## src/rtl/cpu_pkg.sv

```systemverilog
// cpu_pkg: shared pipeline-control types for the hazard unit
package cpu_pkg;
  typedef enum logic [1:0] {
    FWD_RF = 2'b00,
    FWD_W  = 2'b01,
    FWD_M  = 2'b10
  } fwd_sel_t;
  typedef enum logic {
    RUN      = 1'b0,
    MEM_WAIT = 1'b1
  } hazard_state_t;
  function automatic logic reg_hit(input logic we, input logic [4:0] rd, input logic [4:0] rs);
    return we && rd != 5'd0 && rd == rs;
  endfunction
endpackage

```

## src/rtl/forward_sel.sv

```systemverilog
// forward_sel: picks the bypass source for one Execute operand, Memory stage first
module forward_sel
  import cpu_pkg::*;
(
  input  logic [4:0] rs,
  input  logic [4:0] rd_m,
  input  logic       reg_write_m,
  input  logic [4:0] rd_w,
  input  logic       reg_write_w,
  output fwd_sel_t   sel
);
  // younger Memory result wins over the older Writeback result
  always_comb
    sel = reg_hit(reg_write_m, rd_m, rs) ? FWD_M :
          reg_hit(reg_write_w, rd_w, rs) ? FWD_W : FWD_RF;
endmodule

```

## src/rtl/hazard_ctrl.sv

```systemverilog
// hazard_ctrl: forwarding, load-use/branch/memory-wait stalls and flushes, stall statistics
module hazard_ctrl
  import cpu_pkg::*;
#(
  parameter int TIMEOUT = 255,
  parameter int CNT_W   = 16
) (
  input  logic             clk,
  input  logic             rst,
  input  logic [4:0]       Rs1D,
  input  logic [4:0]       Rs2D,
  input  logic [4:0]       Rs1E,
  input  logic [4:0]       Rs2E,
  input  logic [4:0]       RdE,
  input  logic             ResultSrcE,
  input  logic             PCSrcE,
  input  logic [4:0]       RdM,
  input  logic             RegWriteM,
  input  logic [4:0]       RdW,
  input  logic             RegWriteW,
  input  logic             MemReqM,
  input  logic             MemReady,
  output logic             StallF,
  output logic             StallD,
  output logic             StallE,
  output logic             StallM,
  output logic             FlushD,
  output logic             FlushE,
  output logic             FlushW,
  output logic [1:0]       ForwardAE,
  output logic [1:0]       ForwardBE,
  output logic [CNT_W-1:0] StallCnt,
  output logic             MemErr
);
  localparam int WW = $clog2(TIMEOUT + 1);
  hazard_state_t state;
  logic [WW-1:0] wcnt;
  logic [WW-1:0] winc;
  logic          lw_stall;
  logic          mem_stall;
  fwd_sel_t      fa;
  fwd_sel_t      fb;
  forward_sel u_fwd_a (
    .rs          (Rs1E),
    .rd_m        (RdM),
    .reg_write_m (RegWriteM),
    .rd_w        (RdW),
    .reg_write_w (RegWriteW),
    .sel         (fa)
  );
  forward_sel u_fwd_b (
    .rs          (Rs2E),
    .rd_m        (RdM),
    .reg_write_m (RegWriteM),
    .rd_w        (RdW),
    .reg_write_w (RegWriteW),
    .sel         (fb)
  );
  assign ForwardAE = fa;
  assign ForwardBE = fb;
  // a memory wait freezes the whole pipe, so load-use and redirect effects wait until it clears
  always_comb begin
    lw_stall  = ResultSrcE && RdE != 5'd0 && (RdE == Rs1D || RdE == Rs2D);
    mem_stall = MemReqM && !MemReady;
    StallF    = mem_stall || lw_stall;
    StallD    = mem_stall || lw_stall;
    StallE    = mem_stall;
    StallM    = mem_stall;
    FlushW    = mem_stall;
    FlushD    = !mem_stall && PCSrcE;
    FlushE    = !mem_stall && (lw_stall || PCSrcE);
    winc      = (state == MEM_WAIT ? wcnt : '0) + WW'(1);
  end
  // wait FSM with timeout watchdog, sticky error and saturating stall counter
  always_ff @(posedge clk) begin
    if (rst) begin
      state    <= RUN;
      wcnt     <= '0;
      MemErr   <= 1'b0;
      StallCnt <= '0;
    end else begin
      StallCnt <= (StallF && !(&StallCnt)) ? StallCnt + CNT_W'(1) : StallCnt;
      if (mem_stall && winc == WW'(TIMEOUT)) begin
        MemErr <= 1'b1;
        state  <= RUN;
        wcnt   <= '0;
      end else begin
        state <= mem_stall ? MEM_WAIT : RUN;
        wcnt  <= mem_stall ? winc : '0;
      end
    end
  end
endmodule
```

## config.mk

```make
export PLATFORM = sky130hd
export DESIGN_NAME = hazard_ctrl
export DESIGN_NICKNAME = d
export VERILOG_FILES = /design/src/rtl/cpu_pkg.sv /design/src/rtl/forward_sel.sv /design/src/rtl/hazard_ctrl.sv
export SDC_FILE = /design/constraint.sdc
export NUM_CORES = 1
export LEC_CHECK = 0
export BUFFER_PORTS_ARGS = -buffer_cell sky130_fd_sc_hd__buf_2
export CAP_MARGIN = 20
export CORE_MARGIN = 5
export CORE_UTILIZATION = 46
export DETAILED_ROUTE_END_ITERATION = 8
export PLACE_DENSITY = 0.79
export SLEW_MARGIN = 20
export SYNTH_ARGS = -nofsm -noshare
export SYNTH_HDL_FRONTEND = slang
export SYNTH_HIERARCHICAL = 1
export SYNTH_SLANG_ARGS = --single-unit
```

## constraint.sdc

```tcl
create_clock -name clk -period 2.2 [get_ports clk]
set_input_delay 0.11 -clock clk [delete_from_list [all_inputs] [get_ports clk]]
set_output_delay 0.11 -clock clk [all_outputs]
set_load 0.005 [all_outputs]
```

[Word level (Yosys, flattened, before mapping)]
Index checks and enable logic that the tools add are counted.
W data, S select, Z words.
Cells by class
  $add $sub $neg: 2
  multipliers: 0
  divide/modulo/power cells: 0
  magnitude comparators: 0
  equality and inequality tests: 7
  shifts and indexed selects: 0
  mux-type cells: 6
  bitwise gates (word level): 1
  reduce and logical (&&, ||, !) cells: 25
Operators by type and width (number)
  $eq A5 B5 Y1: 6
  $add A16 B1 Y16 const B: 1
  $reduce_and A16 Y1: 1
  $reduce_bool A5 Y1: 3
  $logic_and A1 B1 Y1: 13
  $add A8 B1 Y8 const B: 1
  $eq A8 B8 Y1 const B: 1
  $mux W8: 1
  $mux W2: 2
  $logic_not A1 Y1: 3
  $logic_or A1 B1 Y1: 3
  $mux W1: 3
  $reduce_or A3 Y1: 1
  $reduce_or A2 Y1: 1
  $not A1 Y1: 1
Storage, ports and cells
  bits in registers: 26
  bits in latches: 0
  memory bits (writable): 0
  bits in read-only memories: 0
  input port bits: 43
  output and inout port bits: 28
  memories kept: 0

[Longest topological paths before layout]
Gate-level depths: netlist of the first run.
  depth in word-level cells: 5
  depth in mapped cells: 8
  gate-level depth less buffers: 7

[Hierarchy]
The synthesis of the first run kept the hierarchy.
Modules (own cells, without submodules)
  hazard_ctrl: times used 1, cells an instance 221, area each 1766.7 µm²
  forward_sel: times used 2, cells an instance 20, area each 151.4 µm²

[Worst setup path after synthesis of the first run]
No wires, ideal clock.
  path kind: register to register
  from: register state
  to: register wcnt[2]
  setup time: 145 ps
  arrival: 2027 ps
  data required time: 2055 ps
  setup slack: 27 ps
  cell stages (with the launch flop): 9
  path buffers: 1
  clock period less this slack: 2173 ps
  cell sequence: dfxtp_1 > clkbuf_1 > and2_1 > ha_1 > nand3_1 > nor3_1 > o21ai_0 > o31ai_1 > nor2_1
Between the ends
  cells in the longest elaborated chain, start to end: 5
RTL lines
  from (decl): RTL line hazard_ctrl.sv:36  | hazard_state_t state;
  from (signal assigned): RTL line hazard_ctrl.sv:88  | state <= mem_stall ? MEM_WAIT : RUN;
  $mux W8 (*): RTL line hazard_ctrl.sv:72  | winc = (state == MEM_WAIT ? wcnt : '0) + WW'(1);
  $add A8 B1 Y8 (*): RTL line hazard_ctrl.sv:72
  $eq A8 B8 Y1: RTL line hazard_ctrl.sv:83  | if (mem_stall && winc == WW'(TIMEOUT)) begin
  $logic_and A1 B1 Y1: RTL line hazard_ctrl.sv:83
  $reduce_or A3 Y1 (no line)
  to (signal assigned): RTL line hazard_ctrl.sv:89  | wcnt <= mem_stall ? winc : '0;
  to (decl): RTL line hazard_ctrl.sv:37  | logic [WW-1:0] wcnt;
Every way passes the cells marked *; elsewhere a longest branch is shown, timed or not.
A chain may end at the register's enable or synchronous reset.

[Worst setup path after layout of the first run]
  from: register state
  to: register wcnt[1]
Same word-level chain as after synthesis.

==> results.txt, run 1 <==
- In this run the horizontal extent of the chip is 77.1 um.
- Area growth from synthesis to final layout: 23.5%
- Run status: complete, no violations
- Using the TritonRoute via totals, the vias-per-cell ratio works out to 5.49.
- The initial antenna violation count was 0.
* Proportion of layout cells with a drive suffix above 1: 31.3%
* Worst ir drop on vdd: 0.326 mV
- CTS tree: yes
- Setup violations remaining at the end of the flow were counted as 0.
* Slew of the pin with the lowest slew margin: 855 ps
- Worst Setup Slack post-DPL: 147 ps
- Synthesis inferred 26 register bits.
- The number of max-slew violations in the final report is 0.
* Sum of overflow across all layers after global routing: 0
- Summing the areas of all compound-gate instances in the mapped netlist gives 11.9% of the synthesized area.
* Total of warnings raised by yosys: 6
- Setup repair after global routing left no endpoint under its margin.
* Synthesized area per cell: 7.93 sq um
* Cell type contributing the most total cell area after synthesis: sky130_fd_sc_hd__dfxtp_1
- Cell family contributing the most delay on the critical path: simple AND/OR/NAND/NOR gates
- Sink Count: 26
- Critical Path Start Type: register
* Fin worst setup slack: 148 ps
- When the netlist entered floorplanning its net count stood at 306.
- For this configuration, the core starts out at a cell density of 47.5%.
- For this design, the slowest cell found on the critical path is sky130_fd_sc_hd__or3_1.
- The worst setup path is of the reg2reg kind.
- The final critical path takes up 93.3% of the cycle.
- Reported leakage power: 1.12 nW
- Library cells used by synthesis: 41
- Summing the areas of all xor and xnor instances in the mapped netlist gives 14.0% of the synthesized area.
- DRC Markers: 0
* Detailed placement HPWL: 4140 um
* Data arrival, critical path: 2220 ps
- Cell area power density: 389 nW/um^2
* Final Routed Wirelength: 5220 um
- Buffers inserted during clock tree synthesis total 3.
- The synthesized netlist occupies a cell area of 2070 sq um.
- Wire length per cell after detailed routing: 13.6 um
- Entering global routing, the biggest net connects 33 pins.
* Number of routed nets with antenna violations: 0
* Main combinational cell family by area after synthesis: simple AND/OR/NAND/NOR gates
- Fmax: 0.487 GHz
- The worst path in the final design needs a cycle of 2050 ps, including I/O delays and setup.
- Floorplan core area: 4350 sq um
* Number of I/O pins: 71
- Share of synthesized area spent on multiplexers: 8.46%
* Setup TNS: 0 ps
- Number of design-rule violations left by the first detailed-router iteration: 78
* GRT Resource Usage Total: 17.9%
* Cells along the critical path: and2_1 -> ha_1 -> nand3_1 -> nor3_1 -> o21ai_0 -> or3_1 -> and3_1
- Post-CTS clock slew at the launch and capture registers of the worst setup and hold paths: 90 ps
* Final Wtd Congestion: 0.833
* Number of cells produced by synthesis: 261
- In the final design database the tool counted 378 nets.
- Antenna cells: 0
* Total count of hold-check failures in the final report: 0
* Worst clock skew: 6.05 ps
* Crit path max fanout: 5
* Vias after detailed routing: 2107
- The worst pin sits at a relative slew slack of 43.0%.
- After synthesis, flip-flops and latches occupy 25.2% of the total area.
* Total of buffers placed on input and output ports: 70
- The root buffer cell chosen for the clock tree is sky130_fd_sc_hd__clkbuf_8.
* Number of global-route vias before repair: 2052
- The top cell type by area accounts for 25.2% of the synthesized area.
* Type of the most critical hold path: in2reg
- No sink is reached through more buffers than the 2 on the longest clock path.
- The first global-routing pass estimated 9180 um of wire.
- Element type at the critical path end: register
- The die is 77.1 um tall.
- The tool flagged a number of max-cap violations equal to 0.
- After Yosys synthesis, and, or, nand and nor cells account for 34.5% of the synthesized area.
* Die ar.: 5940 sq um
* Site Rows: 24
- TritonRoute pass-1 iters: 4
- Required time of the critical path: 2370 ps
* Leading cell types by total area after synthesis: sky130_fd_sc_hd__dfxtp_1 25%, sky130_fd_sc_hd__xor2_1 8.0%, sky130_fd_sc_hd__xnor2_1 5.9%, sky130_fd_sc_hd__nor2_1 5.3%, sky130_fd_sc_hd__nand3_1 5.1%
- On the worst path, the slowest cell contributes a delay of 430 ps.
- CTS built an H-tree with a depth of 1.
- The critical path contains buffers and inverters numbering 0 combined.
* Clock latency on the worst-skew pair: 270 ps
* Adder-cell share of the synthesized area: 1.21%
-- area by class of cell --
cell class	count	area, sq um
Timing Repair Buffer	82	440
Inverter	4	15.0
Multi-Input combinational cell	216	1460
Clock buffer	4	55.1
Tap cell	52	65.1
Sequential cell	26	522
Fill cell	419	1800
-- cells in the final DEF, fill, tap and decap left out, types with 2 or more instances in the layout --
master,synthesis,routed
sky130_fd_sc_hd__nand2b_1,3,3
sky130_fd_sc_hd__clkbuf_8,0,4
sky130_fd_sc_hd__o31ai_1,3,2
sky130_fd_sc_hd__nor2b_1,14,14
sky130_fd_sc_hd__mux2_1,8,8
sky130_fd_sc_hd__buf_2,2,70
sky130_fd_sc_hd__nor4_1,4,4
sky130_fd_sc_hd__a211oi_2,2,2
sky130_fd_sc_hd__nand4_1,15,15
sky130_fd_sc_hd__o21ai_0,3,3
sky130_fd_sc_hd__a31oi_1,2,2
sky130_fd_sc_hd__nor3_2,2,2
sky130_fd_sc_hd__a21oi_1,3,3
sky130_fd_sc_hd__buf_4,3,12
sky130_fd_sc_hd__mux2_4,5,5
sky130_fd_sc_hd__nand2_1,16,16
sky130_fd_sc_hd__nand3_1,21,21
sky130_fd_sc_hd__and2_1,5,5
sky130_fd_sc_hd__nor2_1,29,29
sky130_fd_sc_hd__xnor2_1,14,14
sky130_fd_sc_hd__o21a_1,4,4
sky130_fd_sc_hd__inv_1,4,4
sky130_fd_sc_hd__and3_1,6,6
sky130_fd_sc_hd__dfxtp_1,26,25
sky130_fd_sc_hd__nor3_1,9,9
sky130_fd_sc_hd__o21ai_1,11,11
sky130_fd_sc_hd__xor2_1,19,19
sky130_fd_sc_hd__ha_1,2,2
sky130_fd_sc_hd__and4_1,3,3
sky130_fd_sc_hd__o41ai_2,2,2
-- path summary, 6_finish.rpt --
| check | start | endpoint | slack, ps | cells after the start |
|---|---|---|---|---|
| max | state | wcnt[1] | 150 | 7 |
| max reg2reg | state | wcnt[1] | 150 | 7 |
| min | rst | MemErr | 320 | 2 |
| min reg2reg | MemErr | MemErr | 450 | 2 |
-- routing by layer --
metal / routed length, um / global-route usage [%] / up-vias
met2: 2410 / 30.8 / 77
met4: 60 / 4.64 / 0
met5: 0 / 0 / -
li1: - / - / 1069
met3: 438 / 3.63 / 6
met1: 2310 / 22.6 / 955
-- stage by stage --
stage,std cells,total power (W),util (%),area (sq um),hold slack (ps)
2_1_floorplan,261,0.000599,-,2070,319
3_5_place_dp,380,0.000693,57.2,2490,437
5_1_grt,384,0.00105,58.7,2550,385
6_report,384,0.000994,58.7,2550,324
4_1_cts,384,0.00100,58.4,2540,333
3_3_place_gp,380,0.000689,57.2,2490,431
-- registers in the layout, summed over array words and instances, names as in the netlist --
name      cells
MemErr        1
StallCnt     16
state         1
wcnt          8
-- cell usage after synthesis (all sizes together) --
master and n:
a211oi 3, a21oi 3, a22oi 1, a31oi 2, and2 5, and3 6
and4 3, and4b 1, buf 7, clkbuf 8, dfxtp 26, ha 2
inv 4, mux2 13, mux2i 1, nand2 16, nand2b 3, nand3 22
nand4 16, nor2 29, nor2b 14, nor3 11, nor4 4, o211a 1
o21a 4, o21ai 15, o31ai 3, o41ai 2, or3 1, or4 2
xnor2 14, xor2 19
-- cell families (layout without fill, tap and decap cells) --
kind of cell	count (synthesis)	in the layout
flip-flops	26	26
buffers and inverters	19	90
AO/OA/AOI/OAI	34	34
AND/OR/NAND/NOR	133	133
adder cells (fa/ha/maj)	2	2
XOR/XNOR	33	33
multiplexers	14	14
-- power breakdown --
part	internal, W	total (W)	switching [W]	leakage (nW)
clock network	0.000160	0.000311	0.000151	0.0288
logic	0.0000926	0.000203	0.000111	0.876
registers	0.000475	0.000479	0.00000391	0.210
-- what timing repair did --
item                       CTS  global route
buffers inserted             0             0
setup endpoints to repair    0            14
gates resized for setup      0             3
hold buffers                 0             0
Power figures use the tool's default switching activity.
==> run 2: changes to the inputs <==
--- a/config.mk
+++ b/config.mk
@@ -11,6 +11,7 @@
 export CORE_UTILIZATION = 46
 export DETAILED_ROUTE_END_ITERATION = 8
 export PLACE_DENSITY = 0.79
+export RECOVER_POWER = 100
 export SLEW_MARGIN = 20
 export SYNTH_ARGS = -nofsm -noshare
 export SYNTH_HDL_FRONTEND = slang
==> results.txt, run 2 (synthesis gave the netlist of run 1 again) <==
- In the final timing run, aggregate negative setup slack is 0 ps.
* Fin crit period: 2040 ps
- Max Transition Viols Final: 0
* Vias after detailed routing: 2098
- Largest register by flop count: StallCnt
- Detailed placement HPWL: 4140 um
- Number of I/O pins: 71
- For this design, the CTS-stage hold fixing added 0 buffers.
- Chip Width: 77.1 um
- For this run, the post-layout net count is 378.
* CTS Buffer Depth: 2
- Worst max-slew margin expressed relative to the limit: 45.2%
- The largest registers in the layout are StallCnt (16), wcnt (8).
* Root Driver: sky130_fd_sc_hd__clkbuf_8
- Max FFs per register: 16
- The worst setup path is captured at a register.
- Starting utilization of the core area: 47.5%
- The worst setup path is launched from a register.
* Post-layout total power: 0.000983 W
- CTS tree: yes
- Proportion of layout cells with a drive suffix above 1: 25.3%
- The die is 77.1 um tall.
- CTS built an H-tree with a depth of 1.
- The die covers 5940 sq um.
- Type of the most critical hold path: in2reg
- Entering global routing, the biggest net connects 33 pins.
- Counting instances, the worst hold path has a depth of 2.
- The flow ran to the end, and the final reports show no timing, DRC or antenna violations.
- In this run the worst path has a maximum fanout of 5.
- GRT Resource Usage Total: 17.9%
- Initial antenna violation count: 0
- Number of design-rule violations left by the first detailed-router iteration: 76
* Area of combinational cells with multiple inputs: 1440 sq um
- Across the VDD grid, the largest voltage drop is 0.323 mV.
- Setup repair after global routing missed its margin: no
- Summed over all cells, the static leakage comes to 1.04 nW.
* Slew of the pin with the lowest slew margin: 822 ps
- In the finished design, the share of the clock period the worst path needs comes to 92.7%.
- Counting the fill cells in the layout gives 431.
- The worst path meets setup with 160 ps of slack.
- Once detail routing completed, the nets flagged for antenna violations numbered 0.
- Sink Count: 26
- Required time of the critical path: 2370 ps
- The first detailed-routing pass ran for 4 iterations.
* Number of setup violations in the final report: 0
- The via count of the first global-routing pass came to 2052.
- Final Routed Wirelength: 5190 um
- Total of buffers placed on input and output ports: 70
* Number of max-cap violations: 0
- In the final layout, flip-flops and latches occupy 522 sq um.
- Site Rows: 24
- In the routed design, unresolved DRC markers number 0.
- After detailed routing, the number of vias per cell comes to 5.46.
* Number of buffers created by CTS: 3
* Sum of overflow across all layers after global routing: 0
- At the end of routability-driven placement, the weighted congestion stood at 0.833.
- Worst Setup Slack post-DPL: 147 ps
- Post-CTS clock slew at the launch and capture registers of the worst setup and hold paths: 90 ps
* Antenna cells: 0
* Reg2reg path depth: 7
* Global-route wire length before repair: 9180 um
- Leaving out fill and tap cells, the most frequent cells in the layout are 59 x sky130_fd_sc_hd__buf_2, 29 x sky130_fd_sc_hd__nor2_1, 25 x sky130_fd_sc_hd__dfxtp_1.
- Most frequent standard cell in the layout excluding fill and tap cells: sky130_fd_sc_hd__buf_2
* Floorplan core area: 4350 sq um
* Worst clock skew: 5.89 ps
- Data arrival, critical path: 2210 ps
- The number of hold violations in the final report was 0.
- Fmax: 0.490 GHz
- The clock reaches the later pin of the worst-skew pair after 270 ps.
* Area growth from synthesis to final layout: 20.9%
* Wire length per cell after detailed routing: 13.5 um
- Cell area power density: 393 nW/um^2
- The critical path in this run is classified as reg2reg.
==> run 2: cell types whose count changed in the layout (fill, tap and decap cells not counted), moves of 2 or more <==
cell                       change
sky130_fd_sc_hd__clkbuf_1     +18
sky130_fd_sc_hd__buf_2        -11
sky130_fd_sc_hd__buf_4         -7
sky130_fd_sc_hd__a211oi_1      +2
sky130_fd_sc_hd__a211oi_2      -2
==> run 2: critical path, stage by stage, from the launching register on <==
cell,delay [ps]
sky130_fd_sc_hd__dfxtp_1,390
sky130_fd_sc_hd__and2_1,170
sky130_fd_sc_hd__ha_1,230
sky130_fd_sc_hd__nand3_1,160
sky130_fd_sc_hd__nor3_1,190
sky130_fd_sc_hd__o21ai_0,170
sky130_fd_sc_hd__or3_1,430
sky130_fd_sc_hd__and3_1,190
==> run 2: worst paths after layout <==
kind	from	end	slack [ps]
hold reg to reg	MemErr	MemErr	450
setup / recovery	state	wcnt[1]	160
hold / removal	rst	MemErr	320
setup reg to reg	state	wcnt[1]	160
==> run 2: layout make-up <==
cell class / count / area share, %
multi-input cells: 216 / 57.7
flip-flops and latches: 26 / 20.9
repair buffers: 82 / 16.0
well taps: 52 / 2.60
clock buffers: 4 / 2.20
inverters: 4 / 0.600
==> run 2: metrics by stage <==
step           util (%)  area (sq um)  cells  hold WS, ps
6_report           57.4          2500    384          324
5_1_grt            57.4          2500    384          385
4_1_cts            58.4          2540    384          333
3_5_place_dp       57.2          2490    380          437
3_3_place_gp       57.2          2490    380          431
2_1_floorplan         -          2070    261          319
==> run 2: per-layer routing <==
layer | share of wire [%] | wire length (um) | track usage, %
met5 | 0 | 0 | 0
met4 | 0.67 | 35 | 4.64
met3 | 8.2 | 424 | 3.63
met2 | 47 | 2430 | 30.8
met1 | 44 | 2300 | 22.6
==> run 2: where the power goes <==
| group | internal, W | switching (W) |
|---|---|---|
| clock | 0.000160 | 0.000148 |
| sequential | 0.000475 | 0.00000377 |
| combinational | 0.0000878 | 0.000109 |
==> run 2: timing repair <==
item | CTS | global route
hold endpoints to repair | 0 | 0
setup endpoints to repair | 0 | 14
resized for setup | 0 | 3
setup buffers | 0 | 0
==> run 3: changes to the inputs <==
--- a/config.mk
+++ b/config.mk
@@ -5,6 +5,7 @@
 export SDC_FILE = /design/constraint.sdc
 export NUM_CORES = 1
 export LEC_CHECK = 0
+export ABC_AREA = 1
 export BUFFER_PORTS_ARGS = -buffer_cell sky130_fd_sc_hd__buf_2
 export CAP_MARGIN = 20
 export CORE_MARGIN = 5
==> results.txt, run 3 <==
- After the first detailed-routing iteration, the DRC count stood at 96.
- H-Tree Level Count: 1
* Cell type contributing the most total cell area after synthesis: sky130_fd_sc_hd__dfxtp_1
* Seq cells post-synth: 26
- Post CTS Setup Buffer Count: 0
- VDD sags by at most 0.469 mV.
- In this run, CTS created clock tree buffers numbering 3.
* Hold Worst Slack: 228 ps
- In this run the power density over the cells is 422 nW/um^2.
- For this design the top-level I/O count stands at 71.
* Sum of overflow across all layers after global routing: 0
- Max-cap violations in this run came to 0.
* Fin crit period: 1960 ps
- Fin worst setup slack: 244 ps
- Element type at the critical path end: register
- Largest net degree at the start of global routing: 22
- In this run the tool buffered the top-level ports with 70 buffer cells.
* CTS tree: yes
- Yosys mapped a number of flops with a built-in enable equal to 0.
- Synthesized net count: 408
* Data arrival, critical path: 2150 ps
* Commonest cells after routing, fill and taps aside: 113 x sky130_fd_sc_hd__nand2_1, 54 x sky130_fd_sc_hd__inv_1, 53 x sky130_fd_sc_hd__buf_2
- Counting instances, the worst hold path has a depth of 2.
* Vias after detailed routing: 2357
- Compared with the post-synthesis result, the final layout area differs by 17.4%.
- DRC Markers: 0
- After detailed routing, the average wire length per cell comes to 10.8 um.
* Via-to-Cell Ratio: 4.90
- Leading registers by flop count: StallCnt (16), wcnt (8)
- The via count of the first global-routing pass was 2150.
* Cell with the most instances after synthesis: sky130_fd_sc_hd__nand2_1
- Chip Width: 78.3 um
- The number of antenna diodes in the final layout is 0.
* Required time of the critical path: 2400 ps
- Once detailed placement completed, the half-perimeter wirelength came to 4120 um.
- Cells along the critical path: ha_1 -> nand2_1 -> nor3_4 -> nand4_4 -> nand2_4 -> nand2_1 -> a21oi_1
* Post-CTS clock slew at the launch and capture registers of the worst setup and hold paths: 90 ps
- Sequential area share after synthesis: 24.3%
- A synthesized cell averages 5.91 sq um.
* Reported leakage power: 1.32 nW
- The run finished with clean final reports.
- Max FFs per register: 16
* Initial antenna violation count: 0
* Floorplan core area: 4440 sq um
- Number of routed nets with antenna violations: 0
- Type of the most critical hold path: in2reg
- In this run the biggest area consumer among cell types represents 24.3% of the synthesized area.
* Cts-stage hold buffer count: 0
* Final Routed Wirelength: 5180 um
- Starting utilization of the core area: 48.3%
- The most numerous cell type found on the critical path is sky130_fd_sc_hd__nand2_1.
* Largest register by flop count: StallCnt
- Total of warnings raised by yosys: 6
* Number of nets in the final layout: 475
- At the pin with the least slew margin, the transition time is 709 ps.
* Setup repair after global routing missed its margin: no
* Root Driver: sky130_fd_sc_hd__clkbuf_8
- By count the netlist is led by 110 x sky130_fd_sc_hd__nand2_1, 54 x sky130_fd_sc_hd__inv_1, 41 x sky130_fd_sc_hd__nor2_1.
* Total count of hold-check failures in the final report: 0
- Worst max-slew margin expressed relative to the limit: 52.6%
* Most frequent standard cell in the layout excluding fill and tap cells: sky130_fd_sc_hd__nand2_1
- Crit path max fanout: 17
* Critical Setup Path Class: reg2reg
- Among all flip-flop cells after synthesis, the most frequent one is sky130_fd_sc_hd__dfxtp_1.
- The die is 78.3 um tall.
- Clock skew on the completed layout was measured at 6.25 ps.
- Worst Setup Slack post-DPL: 360 ps
- Die ar.: 6130 sq um
- Final Cycle Share: 88.9%
- The number of cells on the worst reg-to-reg path is 7.
* Critical Path Start Type: register
* Max stage delay on crit path: 410 ps
- Setup TNS: 0 ps
- Global routing consumed, over all layers together, 17.0% of the routing resources.
- The post-route netlist has 19.8% of its cells at a drive strength greater than 1.
- Final core utilization: 56.7%
- Global-route wire length before repair: 8860 um
- Clock latency on the worst-skew pair: 270 ps
* CTS Buffer Depth: 2
* Total standard cell area after synthesis: 2140 sq um
* Critical Path Slowest Stage Cell: sky130_fd_sc_hd__dfxtp_1
- The floorplan has 24 rows.
- Library cells used by synthesis: 29
- Share of flip-flops with an asynchronous set or reset: 0%
- Number of cells produced by synthesis: 363
* Sink Count: 26
- Leading cell types by total area after synthesis: sky130_fd_sc_hd__dfxtp_1 24%, sky130_fd_sc_hd__nand2_1 19%, sky130_fd_sc_hd__inv_1 9.5%, sky130_fd_sc_hd__nand3_1 8.2%, sky130_fd_sc_hd__nor2_1 7.2%
- The number of max-slew violations in the final report was 0.
* Fmax: 0.511 GHz
* Number of setup violations in the final report: 0
- For this run, the detailed router's first-pass iteration total came to 4.
- Count of cells resized by post-cts repair: 0
- The congestion estimate from routability-driven global placement came to 0.833.
run 3: cell count changes after synthesis, sizes merged, moves of 6 or more:
cell / change
a21oi: +17
and3: -6
clkbuf: -7
inv: +59
mux2: -13
nand2: +101
nand3: +13
nand4: -11
nor2: +17
nor2b: -14
xnor2: -7
xor2: -10
run 3: routing by layer:
metal / wire length [um] / track usage (%) / vias up
met5: 0 / 0 / -
met4: 89 / 4.90 / 0
met3: 318 / 3.78 / 8
met2: 2570 / 31.8 / 63
met1: 2210 / 19.4 / 1034
li1: - / - / 1252
run 3: area by class of cell:
| cell class | count | area [sq um] |
|---|---|---|
| clock buffer | 3 | 41.3 |
| clock inverter | 1 | 30.0 |
| fill | 453 | 1930 |
| inverter | 64 | 240 |
| multi-input combinational | 263 | 1280 |
| sequential | 26 | 520 |
| tap | 52 | 65.1 |
| timing repair buffer | 72 | 343 |
run 3: cell families after synthesis:
group,after synthesis,share of synthesized area (%)
AOI/OAI and AO/OA,34,10.1
xor gates and xnor gates,16,6.53
adders and majority gates,2,1.17
buffers and inverters,74,14.5
DFF,26,24.3
and+or+nand+nor,211,43.5
run 3: worst max-delay path, delay by kind of cell (launching register included):
family                     cells  cell delay [ps]
adders and majority gates      1              230
DFF                            1              410
and+or+nand+nor                5             1090
AOI/OAI and AO/OA              1              140
run 3: per-stage QoR:
step           area (sq um)  total power, W  instances
2_1_floorplan          2140        0.000610        363
3_3_place_gp           2500        0.000680        477
3_5_place_dp           2500        0.000684        477
4_1_cts                2580         0.00108        481
5_1_grt                2520         0.00113        481
6_report               2520         0.00106        481
run 3: path summary, 6_finish.rpt:
kind               start           end  slack (ps)
max          StallCnt[0]   StallCnt[5]         240
min                  rst  StallCnt[10]         230
max reg2reg  StallCnt[0]   StallCnt[5]         240
min reg2reg       MemErr        MemErr         460
run 3: report_power, final:
group | switching [W] | internal [W] | total (W)
Combinational | 0.000115 | 0.0000759 | 0.000191
Clock | 0.000150 | 0.000243 | 0.000393
Sequential | 0.00000428 | 0.000474 | 0.000479
Total | 0.000269 | 0.000794 | 0.00106
